### src/rtl/hvsync_timing_gen_if.sv
// Raster timing bundle: run request toward the generator, pixel strobe, position, syncs and markers back.
// The generator drives through master; pixel-generation logic consumes through slave.
interface hvsync_timing_gen_if #(
  parameter int H_BITS = 10,
  parameter int V_BITS = 10
);
  logic              run;
  logic              pix_en;
  logic [H_BITS-1:0] hpos;
  logic [V_BITS-1:0] vpos;
  logic              hsync;
  logic              vsync;
  logic              display_on;
  logic              line_start;
  logic              frame_start;

  modport master (
    input  run,
    output pix_en, hpos, vpos, hsync, vsync, display_on, line_start, frame_start
  );

  modport slave (
    output run,
    input  pix_en, hpos, vpos, hsync, vsync, display_on, line_start, frame_start
  );
endinterface

### src/rtl/hvsync_timing_gen.sv
// Raster timing generator on the system clock with a pixel clock-enable; all decodes registered with zero skew to hpos/vpos.
// No backpressure: run=0 freezes position and masks markers while the pixel divider keeps running.
module hvsync_timing_gen #(
  parameter int CLK_DIV   = 2,
  parameter int H_DISPLAY = 640,
  parameter int H_FRONT   = 16,
  parameter int H_SYNC    = 96,
  parameter int H_BACK    = 48,
  parameter int V_DISPLAY = 480,
  parameter int V_FRONT   = 10,
  parameter int V_SYNC    = 2,
  parameter int V_BACK    = 33,
  parameter int HSYNC_POL = 0,
  parameter int VSYNC_POL = 0,
  parameter int H_BITS    = 10,
  parameter int V_BITS    = 10
) (
  input  logic clk,
  input  logic reset,
  hvsync_timing_gen_if.master vid
);

  localparam int H_TOTAL     = H_DISPLAY + H_FRONT + H_SYNC + H_BACK;
  localparam int V_TOTAL     = V_DISPLAY + V_FRONT + V_SYNC + V_BACK;
  localparam int H_SYNC_BEG  = H_DISPLAY + H_FRONT;
  localparam int H_SYNC_END  = H_SYNC_BEG + H_SYNC;
  localparam int V_SYNC_BEG  = V_DISPLAY + V_FRONT;
  localparam int V_SYNC_END  = V_SYNC_BEG + V_SYNC;
  localparam int DIV_W       = (CLK_DIV > 1) ? $clog2(CLK_DIV) : 1;

  localparam logic [DIV_W-1:0]  DIV_LAST = DIV_W'(CLK_DIV - 1);
  localparam logic [H_BITS-1:0] H_LAST   = H_BITS'(H_TOTAL - 1);
  localparam logic [V_BITS-1:0] V_LAST   = V_BITS'(V_TOTAL - 1);
  localparam logic HS_ON  = (HSYNC_POL != 0);
  localparam logic HS_OFF = !HS_ON;
  localparam logic VS_ON  = (VSYNC_POL != 0);
  localparam logic VS_OFF = !VS_ON;

  if (CLK_DIV < 1 || H_SYNC < 1 || V_SYNC < 1 ||
      H_TOTAL > (1 << H_BITS) || V_TOTAL > (1 << V_BITS)) begin : g_bad_cfg
    $error("hvsync_timing_gen: illegal configuration");
  end

  logic [DIV_W-1:0]  div_cnt, div_next;
  logic              pix_en_q, pix_en_next;
  logic [H_BITS-1:0] hpos_q, hpos_next;
  logic [V_BITS-1:0] vpos_q, vpos_next;
  logic              hsync_q, hsync_next;
  logic              vsync_q, vsync_next;
  logic              de_q, de_next;
  logic              ls_q, ls_next;
  logic              fs_q, fs_next;
  logic              adv;

  always_comb begin
    div_next    = (div_cnt == DIV_LAST) ? '0 : div_cnt + 1'b1;
    // pix_en is high in the cycle that ends on the edge where div_cnt wraps
    pix_en_next = (div_next == DIV_LAST);
    adv         = pix_en_q & vid.run;
    hpos_next   = hpos_q;
    vpos_next   = vpos_q;
    if (adv) begin
      if (hpos_q == H_LAST) begin
        hpos_next = '0;
        vpos_next = (vpos_q == V_LAST) ? '0 : vpos_q + 1'b1;
      end else begin
        hpos_next = hpos_q + 1'b1;
      end
    end
    hsync_next = (int'(hpos_next) >= H_SYNC_BEG && int'(hpos_next) < H_SYNC_END) ? HS_ON : HS_OFF;
    vsync_next = (int'(vpos_next) >= V_SYNC_BEG && int'(vpos_next) < V_SYNC_END) ? VS_ON : VS_OFF;
    de_next    = (int'(hpos_next) < H_DISPLAY) && (int'(vpos_next) < V_DISPLAY);
    ls_next    = pix_en_next && (hpos_next == '0);
    fs_next    = ls_next && (vpos_next == '0);
  end

  always_ff @(posedge clk or posedge reset) begin
    if (reset) begin
      div_cnt  <= '0;
      pix_en_q <= 1'b0;
      hpos_q   <= '0;
      vpos_q   <= '0;
      hsync_q  <= HS_OFF;
      vsync_q  <= VS_OFF;
      de_q     <= 1'b1;
      ls_q     <= 1'b0;
      fs_q     <= 1'b0;
    end else begin
      div_cnt  <= div_next;
      pix_en_q <= pix_en_next;
      hpos_q   <= hpos_next;
      vpos_q   <= vpos_next;
      hsync_q  <= hsync_next;
      vsync_q  <= vsync_next;
      de_q     <= de_next;
      ls_q     <= ls_next;
      fs_q     <= fs_next;
    end
  end

  // Markers are qualified by the live run so a frozen position never emits them
  assign vid.pix_en      = pix_en_q;
  assign vid.hpos        = hpos_q;
  assign vid.vpos        = vpos_q;
  assign vid.hsync       = hsync_q;
  assign vid.vsync       = vsync_q;
  assign vid.display_on  = de_q;
  assign vid.line_start  = ls_q & vid.run;
  assign vid.frame_start = fs_q & vid.run;

endmodule

### src/flat_wrapper.sv
// flat-port wrapper written by rule: the top's interface ports become plain ports
module hvsync_timing_gen_flat 
#(
  parameter int CLK_DIV   = 2,
  parameter int H_DISPLAY = 640,
  parameter int H_FRONT   = 16,
  parameter int H_SYNC    = 96,
  parameter int H_BACK    = 48,
  parameter int V_DISPLAY = 480,
  parameter int V_FRONT   = 10,
  parameter int V_SYNC    = 2,
  parameter int V_BACK    = 33,
  parameter int HSYNC_POL = 0,
  parameter int VSYNC_POL = 0,
  parameter int H_BITS    = 10,
  parameter int V_BITS    = 10
)
  (clk, reset, vid_run, vid_pix_en, vid_hpos, vid_vpos, vid_hsync, vid_vsync, vid_display_on, vid_line_start, vid_frame_start);
  hvsync_timing_gen_if #(.H_BITS(H_BITS), .V_BITS(V_BITS)) vid_i ();
  input  logic clk;
  input  logic reset;
  input wire logic [$bits(vid_i.run)-1:0] vid_run;
  output wire logic [$bits(vid_i.pix_en)-1:0] vid_pix_en;
  output wire logic [$bits(vid_i.hpos)-1:0] vid_hpos;
  output wire logic [$bits(vid_i.vpos)-1:0] vid_vpos;
  output wire logic [$bits(vid_i.hsync)-1:0] vid_hsync;
  output wire logic [$bits(vid_i.vsync)-1:0] vid_vsync;
  output wire logic [$bits(vid_i.display_on)-1:0] vid_display_on;
  output wire logic [$bits(vid_i.line_start)-1:0] vid_line_start;
  output wire logic [$bits(vid_i.frame_start)-1:0] vid_frame_start;
  assign vid_i.run = vid_run;
  assign vid_pix_en = vid_i.pix_en;
  assign vid_hpos = vid_i.hpos;
  assign vid_vpos = vid_i.vpos;
  assign vid_hsync = vid_i.hsync;
  assign vid_vsync = vid_i.vsync;
  assign vid_display_on = vid_i.display_on;
  assign vid_line_start = vid_i.line_start;
  assign vid_frame_start = vid_i.frame_start;
  hvsync_timing_gen #(.CLK_DIV(CLK_DIV), .H_DISPLAY(H_DISPLAY), .H_FRONT(H_FRONT), .H_SYNC(H_SYNC), .H_BACK(H_BACK), .V_DISPLAY(V_DISPLAY), .V_FRONT(V_FRONT), .V_SYNC(V_SYNC), .V_BACK(V_BACK), .HSYNC_POL(HSYNC_POL), .VSYNC_POL(VSYNC_POL), .H_BITS(H_BITS), .V_BITS(V_BITS)) u_core (.clk(clk), .reset(reset), .vid(vid_i));
endmodule
### config.mk
export PLATFORM = sky130hd
export DESIGN_NAME = hvsync_timing_gen_flat
export DESIGN_NICKNAME = d
export VERILOG_FILES = /design/src/rtl/hvsync_timing_gen_if.sv /design/src/rtl/hvsync_timing_gen.sv /design/src/flat_wrapper.sv
export SDC_FILE = /design/constraint.sdc
export NUM_CORES = 1
export LEC_CHECK = 0
export CAP_MARGIN = 20
export CORE_MARGIN = 8
export CORE_UTILIZATION = 63
export CTS_CLUSTER_SIZE = 25
export DETAILED_ROUTE_END_ITERATION = 16
export DONT_BUFFER_PORTS = 1
export HOLD_SLACK_MARGIN = 0.06
export PLACE_DENSITY = 0.76
export SLEW_MARGIN = 0
export SYNTH_ARGS = -nofsm -noshare
export SYNTH_HDL_FRONTEND = slang
export SYNTH_SLANG_ARGS = --single-unit
### constraint.sdc
create_clock -name clk -period 2.9 [get_ports clk]
set_clock_uncertainty 0.15 [all_clocks]
set_input_delay 0.87 -clock clk [delete_from_list [all_inputs] [get_ports clk]]
set_output_delay 0.87 -clock clk [all_outputs]
set_load 0.02 [all_outputs]
# After elaboration in Yosys (flattened, before gate mapping)
# Cells that the tools add are included.
# word_totals
ff_bits	26
inputBits	3
output_inout_bits	26
wordCells	37
# classes
addsub	3
n_lt_le_gt_ge	6
eq_ne	2
mux	8
bitwise_logic	3
reduce_logical	7
# op_table
cell	n
$mux 10	5
$add 10x1->10 const B	2
$eq 10x10->1 const B	2
$logic_not 10->1	2
$lt 10x10->1 const B	2
$lt 10x9->1 const B	2
$ge 10x10->1 const B	1
$ge 10x9->1 const B	1
$logic_and 1x1->1	5
$and 1x1->1	3
$mux 1	3
$add 1x1->1 const B	1

# Depth between registers and ports, before layout
# Gate-level depths: netlist of the first run.
# logic_depth
depth_word	7
mapped_depth	8

# Least setup slack after synthesis of the first run
# No wires, ideal clock.
# synth_timing
kind	in2reg
from	input vid_run
to	register u_core.vsync_q, in the netlist u_core.vid.vsync
setup_time_ns	0.088
arrival_ns	2.466
required_time_ns	2.662
setup_slack_ns	0.196
path_stages	7
n_path_buf	1
cell_sequence	clkbuf_1 nand4_1 or3_4 nor3_4 xor2_1 and3_1 or3b_1
# synth_via
elab_chain_cells	5
elab_cells_between_ends	6
cone_classes	order compare: 2; mux: 2; bitwise: 1; reduce/logical: 1
# synth_lines
element	line	rtl
start: declaration	flat_wrapper.sv:22	input wire logic [$bits(vid_i.run)-1:0] vid_run;
$and 1x1->1 (*)	hvsync_timing_gen.sv:59	adv = pix_en_q & vid.run;
$mux 10 (*)	hvsync_timing_gen.sv:62	if (adv) begin
$ge 10x9->1 or $lt 10x9->1 (tied branches)	hvsync_timing_gen.sv:71	vsync_next = (int'(vpos_next) >= V_SYNC_BEG && int'(vpos_next) < V_SYNC_END) ? VS_ON : VS_OFF;
$logic_and 1x1->1 (*)	hvsync_timing_gen.sv:71	
$mux 1 (*)	hvsync_timing_gen.sv:71	
net u_core.vsync_next	hvsync_timing_gen.sv:49	logic vsync_q, vsync_next;
end signal: assignment	hvsync_timing_gen.sv:94	vsync_q <= vsync_next;
end: declaration	hvsync_timing_gen.sv:49	
# Mark *: on every way through the listed nets, which the timed path passes. The rest lies on a longest branch.

# Final worst setup path of the first run
# layout_timing
from	register u_core.vpos_q[0], in the netlist u_core.vid.vpos[0]
to	register u_core.fs_q
# layout_via
elab_chain_cells	6
elab_cells_between_ends	7
cone_classes	add/sub: 1; eq/ne: 1; mux: 3; reduce/logical: 2
# layout_lines
element	line	rtl
start: declaration	hvsync_timing_gen.sv:47	logic [V_BITS-1:0] vpos_q, vpos_next;
start signal: assignment	hvsync_timing_gen.sv:92	vpos_q <= vpos_next;
$add 10x1->10 or $eq 10x10->1 (tied branches)	hvsync_timing_gen.sv:65	vpos_next = (vpos_q == V_LAST) ? '0 : vpos_q + 1'b1;
$mux 10	hvsync_timing_gen.sv:65	
$mux 10	hvsync_timing_gen.sv:63	if (hpos_q == H_LAST) begin
$mux 10 (*)	hvsync_timing_gen.sv:62	
$logic_not 10->1 (*)	hvsync_timing_gen.sv:74	fs_next = ls_next && (vpos_next == '0);
$logic_and 1x1->1 (*)	hvsync_timing_gen.sv:74	
net u_core.fs_next	hvsync_timing_gen.sv:52	logic fs_q, fs_next;
end signal: assignment	hvsync_timing_gen.sv:97	fs_q <= fs_next;
end: declaration	hvsync_timing_gen.sv:52	
# Marked as above.

==> results of run 1 <==
[how the worst min path moves through the flow]
stage | from | endpoint | slack, ns
2_1_floorplan | u_core.div_cnt | u_core.div_cnt | 0.48
4_1_cts | reset | u_core.vid.hpos[7] | 0.15
3_3_place_gp | u_core.vid.hpos[2] | u_core.vid.hpos[2] | 0.48
5_1_grt | reset | u_core.vid.hpos[7] | 0.15
6_report | reset | u_core.vid.hpos[7] | 0.15
3_5_place_dp | u_core.vid.vpos[7] | u_core.vid.vpos[7] | 0.49
[registers in the layout (all words and copies together) (netlist names)]
signal	cells
u_core.vid.vpos	10
u_core.ls_q	1
u_core.div_cnt	1
u_core.vid.hsync	1
u_core.fs_q	1
u_core.vid.vsync	1
u_core.vid.hpos	10
u_core.vid.display_on	1
[cells by family after synthesis]
kind of cell    after synthesis
flops                        26
mux                           2
fa+ha+maj                     3
xor+xnor                     12
compound gates               46
simple gates                 92
buf+inv                      25
[worst max-delay path, delay by kind of cell (launching register included)]
kind | cells | cell delay (ns)
AND/OR/NAND/NOR | 3 | 0.71
AO/OA/AOI/OAI | 3 | 0.66
flip-flops | 1 | 0.56
buffers and inverters | 1 | 0.19
adder cells (fa/ha/maj) | 1 | 0.17
[report_power, final]
part | total, W | internal, W | switching (W) | leakage (nW)
combinational | 0.000216 | 0.0000763 | 0.000139 | 0.493
sequential | 0.000405 | 0.000389 | 0.0000153 | 0.324
clock | 0.000254 | 0.000140 | 0.000115 | 0.0279
total | 0.000875 | 0.000605 | 0.000269 | 0.845
[layout make-up]
| type | count | share of cell area [%] |
|---|---|---|
| Clock buffer | 3 | 1.18 |
| Clock inverter | 1 | 1.58 |
| Inverter | 10 | 1.97 |
| Multi-Input combinational cell | 155 | 51.8 |
| Sequential cell | 26 | 34.3 |
| Tap cell | 31 | 2.04 |
| Timing Repair Buffer | 18 | 7.09 |
[metal layers]
metal / global-route usage (%) / up-vias
li1: - / 755
met4: 5.26 / 0
met5: 0 / -
met2: 29.5 / 104
met3: 4.68 / 8
met1: 29.8 / 756
[per-stage QoR]
step | hold WS (ns) | utilization, % | power, W | cell area [um2]
global route | 0.146 | 70.9 | 0.000914 | 1910
floorplan | 0.482 | - | 0.000554 | 1750
detailed placement | 0.486 | 69.0 | 0.000626 | 1850
finish | 0.149 | 70.9 | 0.000875 | 1910
global placement | 0.477 | 69.0 | 0.000617 | 1850
CTS | 0.148 | 70.9 | 0.000877 | 1910
[placed cells by master (no fill, tap or decap), types with 2 or more instances in the layout]
| cell | netlist | layout |
|---|---|---|
| xnor2_1 | 7 | 7 |
| buf_4 | 0 | 18 |
| nor2b_1 | 3 | 3 |
| a211oi_1 | 2 | 2 |
| and3_1 | 4 | 4 |
| nand3_1 | 9 | 9 |
| nand2_1 | 25 | 25 |
| nor4b_1 | 2 | 2 |
| xor2_1 | 5 | 5 |
| dfrtp_1 | 23 | 23 |
| a31oi_1 | 4 | 4 |
| a311oi_1 | 2 | 2 |
| nand4_1 | 7 | 7 |
| clkbuf_4 | 0 | 3 |
| o21a_1 | 2 | 2 |
| nor2_1 | 16 | 16 |
| and2_1 | 3 | 3 |
| nor4_1 | 4 | 4 |
| a21oi_1 | 5 | 5 |
| dfstp_2 | 3 | 3 |
| ha_1 | 3 | 3 |
| inv_1 | 10 | 10 |
| or3_4 | 2 | 2 |
| nor3_1 | 8 | 8 |
| o21ai_1 | 3 | 3 |
| o21ai_0 | 11 | 11 |
==> results.md, run 1 <==
- Share of layout cells above drive strength 1: 16.4%
- Clk_lat worst skew: 0.33 ns
- Synth Area in Adders: 2.15%
- Clock transition at path regs: 0.16 ns
- Share of the synthesized area in the top cell type: 32.9%
- Met3 WL: 565 um
- Drc violations: 0
- Die Wd: 68.7 um
- Simple-Gate Fraction of Synth Area: 28.9%
- Net Count, Synth: 212
- Pwr/cell area: 459 mW/mm2
- WL met1: 1940 um
- Yosys warns: 0
- Via density: 6.65
- Crit start category: flip-flop
- Area Growth Syn to Fin: 8.94%
- Post-synth EDFFs: 0
- Clock Sinks: 26
- Max IR drop VDD: 0.446 mV
- Max Freq: 401 MHz
- Die Area: 0.00472 mm2
- Mux cell area share after synthesis: 1.22%
- Fin crit period: 2.49 ns
- RSZ-0062 raised after global routing: false
- Vias in the first global route: 1553
- Clk buf depth: 2
- Critical Path Sink: u_core.fs_q
- Ports: 29
- Hold_buf cts: 0
- CP arrival: 2.61 ns
- Max_cap viols: 0
- Seq/Total Area, Yosys: 37.4%
- Non-filler cells, final: 244
- Post-synthesis async set-or-reset flop share: 100%
- Initial Utilization: 65.1%
- Post-synthesis xor/xnor area fraction: 6.01%
- Yosys top cell by area: dfrtp_1
- Final WS setup: 0.408 ns
- RR Startpoint: u_core.vid.vpos[0]
- Crit path launch: u_core.vid.vpos[0]
- Final nets: 220
- Iteration-0 DRC count of the detailed router: 218
- LEAKAGE: 0.845 nW
- Status: finished clean
- Total GRT Usage: 20.4%
- FF+latch count, synth: 26
- Via count: 1623
- Post-detailed-routing wire length: 4410 um
- Part of the cycle the worst path needs: 85.9%
- Crit Path Class: flip-flop to flip-flop
- Ys flop type: dfrtp_1
- Placer Congestion: 0.895
- Wirelength per Cell: 18.1 um
- Number of fill cells: 205
- Diode count: 0
- Syn Inst Count: 206
- Reg2reg end: u_core.fs_q
- Compound-Gate Fraction of Synth Area: 18.2%
- Setup TNS: 0 ns
- Cells after DPL: 240
- Post-CTS Setup Inserts: 0
- CP Data Required Time: 3.02 ns
- WL met2: 1870 um
- Worst slack at placement: 0.277 ns
- Largest net degree at the start of global routing: 23
- Actual slew at the worst max-slew pin: 0.630 ns
- Post-route ant nets: 0
- Critical Path End Type: flip-flop
- Multi-input logic area: 987 um2
- Row cnt: 19
- Critical Path Max Stage Delay: 0.56 ns
- H-tree Lvls: 1
- Commonest cells post-synth: 25 x nand2_1, 23 x dfrtp_1, 16 x nor2_1, 11 x o21ai_0, 10 x inv_1
- Seq. cell area: 654 um2
- Final setup viols: 0
- Synthesized cell area: 0.00175 mm2
- Crit-path slowest cell: dfrtp_1
- First-pass DRT Iterations: 5
- First-pass GRT wire length: 7490 um
- Hold Crit Class: primary input to asynchronous set/reset pin
- Post-DP HPWL: 3310 um
- Worst R2R Setup Slack: 0.41 ns
- Initial antenna violation count: 0
- Main combinational cell family by area after synthesis: simple AND/OR/NAND/NOR gates
- Max FO, Critical Path: 7
- Total CTS buffers: 3
- Final Hold Fails: 0
- Netlist cell types: 55
- Post-CTS Resized: 0
- Most common cell in the netlist: nand2_1
- Critical-path cell list: inv_1 > ha_1 > nand2_1 > nor4_4 > o21ai_0 > o21bai_1 > a211oi_1 > and3b_1
- Reg2Reg Depth: 8
- Port Buf Inserts: 0
- Gr ovfl total: 0
- CTS tree: done
- Clk root buf: clkbuf_4
- Max_slew headroom: 57.6%
- Synth area leaders: dfrtp_1 33%, nand2_1 5.4%, dfstp_2 4.5%
- Core ar.: 0.00269 mm2
- Syn Area/Cell: 8.49 um2
- Top Layer Used: met4
- Die Span Y: 68.7 um
- Final slew viol count: 0
(Power assumes the default switching activity.)
==> inputs of run 2 (changes only) <==
- CTS_BUF_LIST: unset -> sky130_fd_sc_hd__clkbuf_8 sky130_fd_sc_hd__clkbuf_16
==> results.md, run 2 (synthesized netlist as in run 1, its figures left out) <==
- Diode count: 0
- Placer Congestion: 0.895
- Crit start category: flip-flop
- Iteration-0 DRC count of the detailed router: 175
- CP Data Required Time: 2.95 ns
- CTS tree: done
- Core ar.: 0.00269 mm2
- Drc violations: 0
- Area Growth Syn to Fin: 10.0%
- LEAKAGE: 0.853 nW
- Row cnt: 19
- Wirelength per Cell: 18.2 um
- Commonest non-fill, non-tap cell in the layout: nand2_1
- Hold Crit Class: primary input to asynchronous set/reset pin
- Die Area: 0.00472 mm2
- Post-detailed-routing wire length: 4430 um
- Total GRT Usage: 20.7%
- Max IR drop VDD: 0.438 mV
- Clk buf depth: 2
- Share of layout cells above drive strength 1: 16.4%
- Worst slack at placement: 0.277 ns
- Via count: 1626
- First-pass GRT wire length: 7530 um
- Part of the cycle the worst path needs: 86.2%
- First-pass DRT Iterations: 5
- Setup TNS: 0 ns
- Number of fill cells: 205
- Actual slew at the worst max-slew pin: 0.635 ns
- Final setup viols: 0
- Ports: 29
- Final Hold Fails: 0
- Clk root buf: clkbuf_8
- Die Wd: 68.7 um
- Initial antenna violation count: 0
- Port Buf Inserts: 0
- Vias in the first global route: 1534
- Post-DP HPWL: 3310 um
- Max_cap viols: 0
- Pwr/cell area: 479 mW/mm2
- Cells after DPL: 240
- Final WS setup: 0.401 ns
- Largest net degree at the start of global routing: 23
- Clock transition at path regs: 0.10 ns
- Post-route ant nets: 0
- Non-filler cells, final: 244
- Fin crit period: 2.50 ns
- Clock Sinks: 26
- H-tree Lvls: 1
- RSZ-0062 raised after global routing: false
- Critical Path End Type: flip-flop
- Max_slew headroom: 57.3%
- Crit Path Class: flip-flop to flip-flop
- Hold_buf cts: 0
- Status: finished clean
- Total CTS buffers: 3
- Die Span Y: 68.7 um
- Worst R2R Setup Slack: 0.40 ns
- Max FO, Critical Path: 10
- Final nets: 220
- Clk_lat worst skew: 0.27 ns
- CP arrival: 2.55 ns
- Post-CTS Setup Inserts: 0
- Max Freq: 400 MHz
- Via density: 6.66
- Most frequent cells in the layout: 25 x nand2_1, 23 x dfrtp_1, 18 x buf_4, 16 x nor2_1, 11 x o21ai_0
- Post-CTS Resized: 0
- Initial Utilization: 65.1%
- Final slew viol count: 0
- Final core occ: 71.6%
- Gr ovfl total: 0
==> run 2: per-layer routing <==
metal / GRT usage (%) / vias to the layer above / part of all wire [%]
met3: 5.65 / 6 / 13
met4: 5.51 / 0 / 0.52
met1: 29.7 / 766 / 43
li1: - / 760 / -
met2: 29.8 / 94 / 44
met5: 0 / - / 0
==> run 2: cell type report <==
| class | instances | area, um2 | area share, % |
|---|---|---|---|
| Clock inverter | 1 | 30.0 | 1.56 |
| Inverter | 10 | 37.5 | 1.95 |
| Timing Repair Buffer | 18 | 135 | 7.02 |
| Tap cell | 31 | 38.8 | 2.02 |
| Clock buffer | 3 | 41.3 | 2.15 |
| Multi-Input combinational cell | 155 | 987 | 51.3 |
| Sequential cell | 26 | 654 | 34.0 |
==> run 2: path summary, 6_finish.rpt <==
kind                                              end          startpoint  cells past startpoint
min in group clk                   u_core.vid.vpos[7]  u_core.vid.vpos[7]                      2
worst max-delay path                 u_core.vid.vsync  u_core.vid.vpos[2]                      6
worst min-delay path               u_core.vid.hpos[6]               reset                      1
worst min register to register     u_core.vid.vpos[7]  u_core.vid.vpos[7]                      2
worst max register to register       u_core.vid.vsync  u_core.vid.vpos[2]                      6
max in group asynchronous       u_core.vid.display_on               reset                      2
==> run 2: per-stage QoR <==
stage	area, um2	total power, W	hold WS, ns
2_1_floorplan	1750	0.000554	0.482
3_3_place_gp	1850	0.000617	0.477
3_5_place_dp	1850	0.000626	0.486
4_1_cts	1920	0.000929	0.214
5_1_grt	1920	0.000967	0.214
6_report	1920	0.000922	0.213
==> run 2: critical path, cell delays in order, from the launching register on <==
cell,delay [ns]
dfrtp_1,0.63
nand3_1,0.23
nor4_1,0.63
o21ai_1,0.11
nand2_1,0.11
o2111ai_1,0.16
or3b_1,0.42
==> run 2: power breakdown <==
group          switching, W  internal (W)  total (W)
clock              0.000119      0.000185   0.000304
sequential        0.0000147      0.000389   0.000404
combinational      0.000138     0.0000764   0.000214
total              0.000272      0.000650   0.000922
